`src/rtl/mips_pkg.sv`:
```
// Shared widths, load-size encodings and the MEM/WB bundle.
package mips_pkg;

  localparam int DATA_W = 32;
  localparam int REG_AW = 5;

  typedef enum logic [1:0] {
    LD_WORD = 2'b00,
    LD_HALF = 2'b01,
    LD_BYTE = 2'b10,
    LD_RSVD = 2'b11
  } ld_size_e;

  typedef struct packed {
    logic              valid;
    logic [REG_AW-1:0] dest;
    logic              wb_en;
    logic              to_reg;
    logic [DATA_W-1:0] alu_res;
    logic [DATA_W-1:0] rdata;
    logic [1:0]        ld_size;
    logic              ld_signed;
  } mem_wb_t;

endpackage

```
`src/rtl/load_extend.sv`:
```
// Sub-word load lane select and sign/zero extension.
module load_extend
  import mips_pkg::*;
(
  input  logic [31:0] rdata,
  input  logic [1:0]  off,
  input  logic [1:0]  size,
  input  logic        ld_signed,
  output logic [31:0] val
);

  logic [7:0]  byte_sel;
  logic [15:0] half_sel;

  assign byte_sel = rdata[{off, 3'b000} +: 8];
  assign half_sel = rdata[{off[1], 4'b0000} +: 16];

  always_comb begin
    val = rdata;
    unique case (1'b1)
      (size == LD_BYTE):
        val = {{24{ld_signed & byte_sel[7]}}, byte_sel};
      (size == LD_HALF):
        val = {{16{ld_signed & half_sel[15]}}, half_sel};
      default:
        val = rdata;
    endcase
  end

endmodule

```
`src/rtl/mem_wb_stage.sv`:
```
// MEM/WB pipeline register with writeback mux and retire counter.
// Sub-word load extension is built only with MEM_WB_LOAD_EXT_EN defined.
module mem_wb_stage
  import mips_pkg::*;
#(
  parameter int DATA_W = 32,
  parameter int REG_AW = 5
) (
  input  logic              clk,
  input  logic              rst,
  input  logic              stall,
  input  logic              flush,
  input  logic              mem_valid,
  input  logic [REG_AW-1:0] mem_dest,
  input  logic              mem_wb_en,
  input  logic              mem_to_reg,
  input  logic [DATA_W-1:0] mem_alu_res,
  input  logic [DATA_W-1:0] mem_rdata,
  input  logic [1:0]        mem_ld_size,
  input  logic              mem_ld_signed,
  output logic [REG_AW-1:0] wb_dest,
  output logic [DATA_W-1:0] wb_val,
  output logic              wb_en,
  output logic              wb_valid,
  output logic [31:0]       retire_cnt
);

  mem_wb_t     r_q, r_d;
  logic [31:0] retire_cnt_q, retire_cnt_d;
  logic [31:0] ld_val;

  always_comb begin
    r_d          = r_q;
    retire_cnt_d = retire_cnt_q;
    priority case (1'b1)
      flush: r_d.valid = 1'b0;
      stall: r_d = r_q;
      default: begin
        r_d.valid     = mem_valid;
        r_d.dest      = mem_dest;
        r_d.wb_en     = mem_wb_en;
        r_d.to_reg    = mem_to_reg;
        r_d.alu_res   = mem_alu_res;
        r_d.rdata     = mem_rdata;
        r_d.ld_size   = mem_ld_size;
        r_d.ld_signed = mem_ld_signed;
        if (mem_valid)
          retire_cnt_d = retire_cnt_q + 32'd1;
      end
    endcase
  end

  always_ff @(posedge clk) begin
    if (!rst) begin
      r_q          <= '0;
      retire_cnt_q <= '0;
    end else begin
      r_q          <= r_d;
      retire_cnt_q <= retire_cnt_d;
    end
  end

`ifdef MEM_WB_LOAD_EXT_EN
  load_extend u_load_extend (
    .rdata     (r_q.rdata),
    .off       (r_q.alu_res[1:0]),
    .size      (r_q.ld_size),
    .ld_signed (r_q.ld_signed),
    .val       (ld_val)
  );
`else
  logic unused_ld;
  assign unused_ld = ^{r_q.ld_size, r_q.ld_signed};
  assign ld_val    = r_q.rdata;
`endif

  // dest 0 is hardwired zero, so never raise a write for it
  assign wb_en      = r_q.valid & r_q.wb_en & (r_q.dest != '0);
  assign wb_valid   = r_q.valid;
  assign wb_dest    = r_q.dest;
  assign wb_val     = r_q.to_reg ? ld_val : r_q.alu_res;
  assign retire_cnt = retire_cnt_q;

endmodule
```
`config.mk`:
```
export PLATFORM = sky130hd
export DESIGN_NAME = mem_wb_stage
export DESIGN_NICKNAME = d
export VERILOG_FILES = /design/src/rtl/mips_pkg.sv /design/src/rtl/load_extend.sv /design/src/rtl/mem_wb_stage.sv
export SDC_FILE = /design/constraint.sdc
export NUM_CORES = 1
export LEC_CHECK = 0
export ABC_AREA = 1
export BUFFER_PORTS_ARGS = -buffer_cell sky130_fd_sc_hd__buf_2
export CAP_MARGIN = 20
export CORE_MARGIN = 2
export CORE_UTILIZATION = 36
export DETAILED_ROUTE_END_ITERATION = 7
export GPL_ROUTABILITY_DRIVEN = 0
export SLEW_MARGIN = 25
export SYNTH_ARGS = -nofsm -noshare
export SYNTH_HDL_FRONTEND = slang
export SYNTH_SLANG_ARGS = --single-unit
export TNS_END_PERCENT = 5
```
`constraint.sdc`:
```
create_clock -name clk -period 1.6 [get_ports clk]
set_input_delay 0.08 -clock clk [delete_from_list [all_inputs] [get_ports clk]]
set_output_delay 0.08 -clock clk [all_outputs]
set_load 0.1 [all_outputs]
```
==> out/metrics.cfg <==
[run_status]
status=complete, no violations

[route]
drtIter0Drc=304
drt_pass1_iterations=5
ant_nets=0
viasPerCell=4.694
drt_wl_total_mm=12.87
wl_per_cell_um=12.59
vias=4797
drcViolationCount=0

[die]
dieArea_um2=13750
fp.coreArea_um2=12570
die_h_um=117.3
die_w_um=117.3
num_rows=41
start_util_pct=36.75
top_level_ports=150

[timing]
slew-limit-headroom_pct=67.07
finalMaxSlewViolations=0
fin_skew_ns=0.001645
period_share_pct=94.14
fmax_mhz=663.9
setup_tns_ns=0
period_needed_ns=1.506
hold_violations=0
worst_slew_pin_slew_ns=0.4974
finalSetupViolations=0

[power_and_ir_drop]
peakVddDrop_v=0.0005530
p_per_area_nw_per_um2=945.0
p_leak_uw=0.002890

[logic_synthesis]
synth_most_common_cell=nor2_1
syn_avg_cell_area_um2=6.874
synthTopCellsByCount=nor2_1, nand2_1, o21ai_0, dfxtp_1, inv_1
synth_edf_count=0
synth_area_leaders=dfxtp_1, nor2_1, o21ai_0
ys_seq_area_share_pct=45.07
synth_largest_area_cell=dfxtp_1
yosysWarnings=0
synth-seq-cells=104
synth.net_count=752
synth_area_um2=4619
synth.distinct_cells=26
synthCells=672
netlist.area_leader.share_pct=45.07
synthArstFlopShare_pct=0
ys.flop_type=dfxtp_1

[layout]
finalNonFillerCells=1022
areaGrowthSynthToFinish_pct=48.24
ff_latch_area_um2=2090
drive_above_1_share_pct=26.03
nNetsFinal=924
multi_input_area_um2=2233
final.fill_count=1211

[clock_network]
cts_tree=yes
h-tree-depth=3
path_clk_slew_ns=0.07
cts_buffer_depth=2
clk_latency_ns=0.35
cts_sinks=104
cts_root_buf=clkbuf_16
cts_made_buffers=9

[global_route]
grt_antenna_before_repair=1
grt_usage_pct=19.05
grt_pass1_vias=4373
grt.overflow.total=0
grt_pass1_wl_mm=20.82
grt_max_degree=65

[place]
dp_cells=962
dp_hpwl_mm=8.863
portBuffers=146

[run]
drv_cap=0

[critical_path]
start_kind=flop
worstPathRequired_ns=1.52
crit_path_max_fanout=43
r2r.worst_path.cells=8
cp_data_arrival_time_ns=1.43
critical_path_class=reg2out
end_kind=output pin

[hold_path]
worstHoldPathType=in2reg
min_path_cells=3

## worst max-delay path, cell delays in order (launching register included)
cell and delay [ns]:
dfxtp_2 0.36, buf_12 0.25, nand2_1 0.08, o21ai_1 0.15, buf_12 0.21
## repair_timing
item | CTS | global route
setup endpoints to repair | 0 | 5
hold buffers | 41 | 0
setup buffers | 0 | 2
endpoints found under the hold margin | 41 | 0
gates resized for setup | 0 | 4
## area by class of cell
cell class	count	share of cell area, %
clock buffer	12	3.599
sequential	104	30.51
antenna	1	0.03654
clock inverter	4	0.7857
inverter	63	3.453
multi-input combinational	468	32.61
timing repair buffer	198	25.85
tap	172	3.143
## logic make-up after synthesis
group           after synthesis  share of synthesized area [%]
compound gates              156                          17.01
xor+xnor                      4                         0.7583
fa+ha+maj                     1                         0.2708
buf+inv                     100                          8.830
flops                       104                          45.07
simple gates                307                          28.06
## flip-flops by register name (all words and copies together) (netlist names)
| signal | flops |
|---|---|
| r_q | 34 |
| ld_val | 32 |
| retire_cnt | 32 |
| wb_dest | 5 |
| wb_valid | 1 |
## cells in the final DEF, fill, tap and decap left out, drive strengths merged
master | netlist | layout
a211oi | 1 | 1
a21oi | 44 | 44
and2 | 2 | 2
buf | 17 | 157
bufinv | 0 | 1
clkbuf | 20 | 12
clkinv | 0 | 1
clkinvlp | 0 | 2
dfxtp | 104 | 104
diode | 0 | 1
dlygate4sd3 | 0 | 41
ha | 1 | 1
inv | 63 | 63
nand2 | 110 | 110
nand3 | 25 | 25
nand4 | 8 | 8
nor2 | 159 | 159
nor3 | 2 | 2
nor3b | 1 | 1
o21ai | 110 | 110
o21bai | 1 | 1
xor2 | 4 | 4
## per-stage QoR
step | hold slack (ns) | power, µW | util (%) | worst slack, ns | instance area [µm²]
floorplan | 0.1585 | 3722 | - | -0.3726 | 4720
global placement | 0.3047 | 4219 | 48.58 | 0.1848 | 6106
detailed placement | 0.3074 | 4235 | 48.58 | 0.1256 | 6106
CTS | 0.003030 | 6541 | 54.24 | 0.05045 | 6817
global route | 0.02900 | 6727 | 54.48 | -0.0009812 | 6848
finish | 0.01206 | 6471 | 54.48 | 0.09372 | 6848
## report_power, final
| part | internal, µW | switching, µW | leakage, µW |
|---|---|---|---|
| Sequential | 2710 | 50.0 | 0.000855 |
| Clock | 1260 | 957 | 0.000139 |
| Combinational | 529 | 965 | 0.00190 |
## metal layers
layer | vias up | track usage, % | wire length [µm]
met5 | - | 0 | 0
met3 | 16 | 4.325 | 686
met2 | 113 | 31.49 | 6091
li1 | 2497 | - | -
met1 | 2171 | 24.01 | 5822
met4 | 0 | 7.843 | 272
## worst paths after layout
path	startpoint	endpoint	slack (ns)
hold / removal	mem_alu_res[12]	r_q[47]$_SDFFE_PN0N_	0.01
setup reg to reg	retire_cnt[1]$_SDFFE_PN0P_	retire_cnt[20]$_SDFFE_PN0P_	0.14
hold reg to reg	r_q[44]$_SDFFE_PN0N_	r_q[44]$_SDFFE_PN0N_	0.45
setup / recovery	r_q[67]$_SDFFE_PN0N_	wb_val[11]	0.09
Power figures use the tool's default switching activity.
